==> config.mk <==
export PLATFORM = sky130hd
export DESIGN_NAME = m_inv_trans
export DESIGN_NICKNAME = d
export VERILOG_FILES = /design/src/rtl/m_inv_trans.sv
export SDC_FILE = /design/constraint.sdc
export NUM_CORES = 1
export LEC_CHECK = 0
export CAP_MARGIN = 20
export CORE_ASPECT_RATIO = 1.4
export CORE_MARGIN = 4
export CORE_UTILIZATION = 35
export DETAILED_ROUTE_END_ITERATION = 7
export PLACE_DENSITY = 0.56
export SYNTH_ARGS = -nofsm -noshare
export SYNTH_HDL_FRONTEND = slang
export SYNTH_SLANG_ARGS = --single-unit
==> constraint.sdc <==
create_clock -name clk -period 4.98 [get_ports clk]
set_input_delay 0.996 -clock clk [delete_from_list [all_inputs] [get_ports clk]]
set_output_delay 0.996 -clock clk [all_outputs]
set_load 0.005 [all_outputs]
==> src/rtl/m_inv_trans.sv <==
// Inverse four-valued M transform: recovers operand digits from a transformed vector, DPC digits per beat.
// Optional M_INV_ERRCNT_EN: accumulate erased-digit count on err_cnt_o (tied to 0 otherwise).
module m_inv_trans #(
  parameter int P   = 33,
  parameter int DPC = 3
) (
  input  logic                   clk,
  input  logic                   rst_n,
  input  logic                   in_valid,
  output logic                   in_ready,
  input  logic [2*P-1:0]         m_i,
  input  logic [1:0]             b_i,
  output logic                   out_valid,
  input  logic                   out_ready,
  output logic [2*P-1:0]         a_o,
  output logic [P-1:0]           erase_o,
  output logic [$clog2(P+1)-1:0] err_cnt_o
);

  localparam int N  = (P + DPC - 1) / DPC;
  localparam int BW = (N > 1) ? $clog2(N) : 1;
  localparam int CW = $clog2(P + 1);

  typedef enum logic [1:0] {IDLE, RUN, DONE} state_t;

  state_t         state, state_nxt;
  logic           capture, step, ready_raw;
  logic [2*P-1:0] m_q, a_q, a_nxt;
  logic [1:0]     b_q;
  logic [P-1:0]   erase_q, erase_nxt;
  logic [BW-1:0]  beat_q;
  logic [1:0]     m_d;
  int             idx;

  always_ff @(posedge clk or negedge rst_n) begin
    if (!rst_n) state <= IDLE;
    else        state <= state_nxt;
  end

  always_comb begin
    state_nxt = state;
    ready_raw = 1'b0;
    capture   = 1'b0;
    step      = 1'b0;
    case (state)
      IDLE: begin
        ready_raw = 1'b1;
        if (in_valid) begin
          capture   = 1'b1;
          state_nxt = RUN;
        end
      end
      RUN: begin
        step = 1'b1;
        if (beat_q == BW'(N - 1)) state_nxt = DONE;
      end
      DONE: begin
        ready_raw = out_ready;
        if (out_ready) begin
          if (in_valid) begin
            capture   = 1'b1;
            state_nxt = RUN;
          end else begin
            state_nxt = IDLE;
          end
        end
      end
      default: state_nxt = IDLE;
    endcase
  end

  // Reset dominates readiness so no vector can be offered while the block is held in reset.
  assign in_ready  = ready_raw & rst_n;
  assign out_valid = (state == DONE);
  assign a_o       = a_q;
  assign erase_o   = erase_q;

`ifdef M_INV_ERRCNT_EN
  logic [CW-1:0] cnt_q, cnt_nxt;
`endif

  always_comb begin
    a_nxt     = a_q;
    erase_nxt = erase_q;
    m_d       = '0;
    idx       = 0;
`ifdef M_INV_ERRCNT_EN
    cnt_nxt   = cnt_q;
`endif
    for (int i = 0; i < DPC; i++) begin
      idx = int'(beat_q) * DPC + i;
      if (idx < P) begin
        m_d = m_q[2*idx +: 2];
        // odd multiplier or odd transformed digit carries no recoverable information
        if (b_q[0] | m_d[0]) begin
          a_nxt[2*idx +: 2] = 2'b01;
          erase_nxt[idx]    = 1'b1;
`ifdef M_INV_ERRCNT_EN
          cnt_nxt           = cnt_nxt + CW'(1);
`endif
        end else if (m_d[1]) begin
          a_nxt[2*idx +: 2] = b_q;
        end else begin
          a_nxt[2*idx +: 2] = {~b_q[1], 1'b0};
        end
      end
    end
  end

  always_ff @(posedge clk or negedge rst_n) begin
    if (!rst_n) begin
      m_q     <= '0;
      b_q     <= '0;
      a_q     <= '0;
      erase_q <= '0;
      beat_q  <= '0;
    end else if (capture) begin
      m_q     <= m_i;
      b_q     <= b_i;
      a_q     <= '0;
      erase_q <= '0;
      beat_q  <= '0;
    end else if (step) begin
      a_q     <= a_nxt;
      erase_q <= erase_nxt;
      beat_q  <= beat_q + BW'(1);
    end
  end

`ifdef M_INV_ERRCNT_EN
  always_ff @(posedge clk or negedge rst_n) begin
    if (!rst_n)       cnt_q <= '0;
    else if (capture) cnt_q <= '0;
    else if (step)    cnt_q <= cnt_nxt;
  end
  assign err_cnt_o = cnt_q;
`else
  assign err_cnt_o = '0;
`endif

endmodule
**Word level (Yosys, flattened, before mapping)**

Index checks and enable logic that the tools add are counted.

- Add/subtract/negate cells: 6
- $mul: 1
- Order comparisons: 9
- Equal/unequal tests: 6
- Shifts and indexed selects: 15
- Muxes and demuxes: 46
- Bitwise operators: 8
- Reduce and logical (&&, ||, !) cells: 6

Operators with widths:

| cell | count |
|---|---|
| $mux 66 | 11 |
| $bwmux 66 | 9 |
| $shiftx 2x33->66 | 6 |
| $mux 33 | 8 |
| $shift 2x33->66 const A | 3 |
| $shiftx 2x33->66 const A | 3 |
| $shiftx 66x32->2 | 2 |
| $or 33x33->33 | 3 |
| $neg 32->33 | 2 |
| $shiftx 66x9->2 | 1 |
| $ge 32x1->1 const B | 2 |
| $lt 32x7->1 const B | 2 |
| $lt 32x8->1 const B | 2 |
| $neg 8->33 | 1 |
| $add 32x2->32 const B | 1 |
| $demux 1 s6 | 3 |
| $mux 4 | 2 |
| $add 6x2->7 const B | 1 |
| $ge 7x1->1 const B | 1 |
| $lt 7x6->1 const B | 1 |
| $lt 7x7->1 const B | 1 |
| $mux 1 | 7 |
| $mul 4x2->6 const B | 1 |
| $mux 2 | 3 |
| other kinds (15) | 21 |

- Register bits after elaboration: 173
- Bits of input ports: 72
- Output and inout bits: 107
- Logic and storage cells: 103

**Depth between registers and ports, before layout**

- Word-level depth: 17
- Depth in mapped cells: 22
- Mapped depth without buffers: 16

**Worst setup path before layout**

Ideal clock, no wire load.

- Kind: reg2reg
- Start point: reg beat_q[1]
- End point: reg a_q[60], in the netlist a_o[60]
- Library setup time: 0.095 ns
- Data arrival time: 5.423 ns
- Required time: 4.885 ns
- Slack: -0.538 ns
- Cell stages (with the launch flop): 19
- Path buffers: 6
- Clock period less this slack: 5.518 ns
- Path through: dfrtp_1 clkbuf_1 clkbuf_1 inv_1 fa_1 buf_4 clkbuf_1 inv_1 ha_1 clkbuf_1 nand2_1 nand2_1 a2111oi_0 nor3_1 o31ai_4 a21oi_1 buf_2 mux2_2 o31ai_1

- Word-level cells in the longest chain between the ends: 17
- Elaborated cells on any way between the ends: 47
- Those cells by class: 5 x add/sub; 1 x mul; 3 x order compare; 15 x shift; 20 x mux; 3 x bitwise

Ends and longest elaborated chain:

| item | line | source |
|---|---|---|
| start: declaration | 31 | `logic [BW-1:0] beat_q;` |
| start signal: assignment | 126 | `beat_q <= beat_q + BW'(1);` |
| $mul 4x2->6 (*) | 91 | `idx = int'(beat_q) * DPC + i;` |
| branches (longest 13 deep; another with $neg 32->33) | n/a |  |
| $mux 66 (*) | 92 | `if (idx < P) begin` |
| $mux 66 (*) | 123 | `end else if (step) begin` |
| $mux 66 (*) | 117 | `end else if (capture) begin` |
| end signal: assignment | 124 | `a_q <= a_nxt;` |
| end: declaration | 28 | `logic [2*P-1:0] m_q, a_q, a_nxt;` |

Mark *: on every way between the ends. The select of a mux whose other input is x is not followed.
A chain may end at the register's enable or synchronous reset.

**Worst setup path after layout**

- Start point: reg beat_q[2]
- End point: reg a_q[35], in the netlist a_o[35]

The elaborated chain is that of the path after synthesis.

==> metrics.txt <==
Slew Limit Headroom 0.265; Yosys warnings 0; WS Path Type flip-flop to flip-flop; Final Cycle Share 0.938; Max stage delay on crit path between 0.6 and 0.7 ns; Critical Path Fanout Max 26; synth cell count leaders 338 x nand2_1, 173 x dfrtp_1, 98 x a21oi_1; starting density of the core 0.354; Worst-Margin Slew around 1.1 ns; Placer Congestion 1.06; Worst-Skew Late Latency 0.47 ns; CP Launch Point beat_q[2]; largest net degree at the start of global routing 76; CTS tree done; Root Buffer clkbuf_16; RSZ-0062 raised after global routing no; antenna-violating nets left 0; vias per cell between 6 and 7; nets@finish a little under 2000; Seq cells post-synth ~170; worst path required time about 5.3 ns; CP Cell Sequence clkinv_1 -> fa_1 -> nand2b_1 -> nand2_1 -> clkinv_1 -> buf_12 -> nor2_1 -> nand3_1 -> a21oi_1 -> ha_1 -> nand2_1 -> buf_4 -> a2111oi_1 -> buf_4 -> o21ai_0 -> a211oi_1 -> a21oi_1; Core Rows 84; Synth async-reset ratio 1.00; Min Clock Period, post-route ~4.7 ns; final WL approximately 70 mm; Max clock buf depth 2; via count 15200; critical path arrival approximately 5 ns; Crit. End Element flip-flop; Yosys cell types a little under 90; # port buffers ~170; CTS clk-pin slew, worst paths 0.08 ns; core area around 38000 µm²; RR Startpoint beat_q[2]; Critical R2R Capture a_o[35]; Setup-failing EPs final 0; Residual DRC 0; first-pass GRT wire length between 100 and 150 mm; Max Clock Freq 214 MHz; vias in the first global route 15300; CP Launch Type flip-flop; Worst path slowest cell a2111oi_1; Avg Cell Area, Syn 8.07 µm²; outcome finished clean; GRT overflow 0; Die Span Y 239 µm; top-count cell post-synth nand2_1; TNS Setup 0 ns; Die X 173 µm; total of max-cap violations 0; 1st-pass router iterations 7; CTS Buf Count 17; WL/cell about 30 µm; reg2reg setup slack approximately 0.3 ns; share of cells above drive strength 1 0.142; fin area ~17000 µm²; synth top area cells dfrtp_1 33%, nand2_1 9.5%, mux4_2 3.9%, a21oi_1 3.7%, mux2i_1 3.2%; Hold Fails Final Rpt 0; sequential share of the synthesized area 0.326; H-Tree Depth 4; fin. max-slew vios 0; clock sinks between 150 and 200; area delta synth->final 28.0%; mapped cell area between 10000 and 15000 µm²; Gate Count Post-Synth ~1600; antenna violations before repair 0; hold_buf cts 0; Top FF cell, synth dfrtp_1; io pins approximately 180; Iter 0 DRT Violations roughly 1400; HPWL after DPL between 50 and 60 mm; Die Footprint 41200 µm²; GR Util All Layers 0.334; number of synthesized flops with an enable pin 0; Synth area leader dfrtp_1; Hold/Removal Path Class primary input to asynchronous set/reset pin; Yosys top cell area share 0.326; final clock skew 0.0175 ns; r2r worst-path depth 17; dpl cell area 16400 µm²
==> state kept, by name (all words and copies together), names as in the netlist <==
name,flops
m_q,66
erase_o,33
beat_q,4
state,2
a_o,66
b_q,2
==> timing repair <==
action | 4_1_cts | 5_1_grt
setup buffers | 0 | 0
resized for setup | 0 | 1
endpoints found under the setup margin | 0 | 3
==> worst max-delay path: cells and delay by family (launching register included) <==
| kind | cells | cell delay, ns |
|---|---|---|
| flip-flops | 1 | 0.35 |
| AO/OA/AOI/OAI | 5 | 1.32 |
| buffers and inverters | 5 | 1.01 |
| AND/OR/NAND/NOR | 5 | 1.04 |
| adder cells (fa/ha/maj) | 2 | 0.85 |
==> per-layer routing <==
layer	routed length, µm	vias up	share of wire	GRT usage
met1	25400	7427	0.36	0.370
met4	6860	0	0.097	0.266
met3	4250	301	0.060	0.0492
met2	34100	851	0.48	0.574
li1	-	6620	-	-
met5	0	-	0	0
==> cell type report <==
class / instances / area, µm²
Clock buffer: 17 / 425
Inverter: 25 / 93.8
Sequential cell: 173 / 4330
Tap cell: 473 / 592
Fill cell: 3814 / 20500
Antenna cell: 1 / 2.50
Clock inverter: 15 / 173
Multi-Input combinational cell: 1326 / 8460
Timing Repair Buffer: 322 / 2930
==> cell families after synthesis <==
logic type,share of synthesized area
simple gates,0.249
compound gates,0.251
flops,0.326
buf+inv,0.0473
mux,0.0842
xor+xnor,0.0225
fa+ha+maj,0.0203
other cells,0.000282
==> per-stage QoR <==
stage	hold slack, ns	instances	util	setup slack (ns)
after global placement	0.454	2317	0.436	0.208
final	0.411	2352	0.453	0.308
after detailed placement	0.458	2317	0.436	0.257
after global routing	0.429	2351	0.453	0.0293
after floorplan	0.440	1652	-	0.0540
after CTS	0.409	2349	0.452	0.217
==> cells in the final DEF, fill, tap and decap left out, types with 6 or more instances in the layout <==
| cell | n |
|---|---|
| dfrtp_1 | 172 |
| nor2b_1 | 11 |
| a31o_2 | 9 |
| nand4_1 | 38 |
| conb_1 | 6 |
| a211oi_1 | 43 |
| o2111ai_1 | 6 |
| a21o_1 | 7 |
| a22oi_1 | 27 |
| o221ai_1 | 9 |
| a221o_1 | 9 |
| nor2_1 | 90 |
| mux2i_1 | 42 |
| o211ai_1 | 17 |
| buf_4 | 143 |
| mux4_2 | 23 |
| a221oi_1 | 10 |
| nor3_1 | 38 |
| nand2b_1 | 15 |
| and2_1 | 18 |
| o22ai_1 | 7 |
| a41oi_1 | 7 |
| o21ai_0 | 74 |
| o31ai_1 | 25 |
| a31oi_1 | 30 |
| xnor2_1 | 16 |
| a21oi_1 | 97 |
| mux2_2 | 16 |
| nand2_1 | 337 |
| nand3_1 | 82 |
| clkdlybuf4s50_1 | 171 |
| a32oi_1 | 8 |
| a32o_1 | 6 |
| ha_1 | 20 |
| nor4_1 | 25 |
| clkbuf_16 | 17 |
| a2bb2oi_1 | 6 |
| a22o_1 | 12 |
| inv_1 | 21 |
| and3_1 | 21 |
==> worst max-delay path by stage <==
stage / end / cells after the start
floorplan: a_o[58] / 19
finish: a_o[35] / 17
global placement: erase_o[12] / 16
global route: erase_o[28] / 15
detailed placement: erase_o[12] / 15
CTS: erase_o[12] / 15
Power is left out: the tool's default activity adds up to more than one toggle a clock period on the data nets, which glitch-free logic cannot reach.
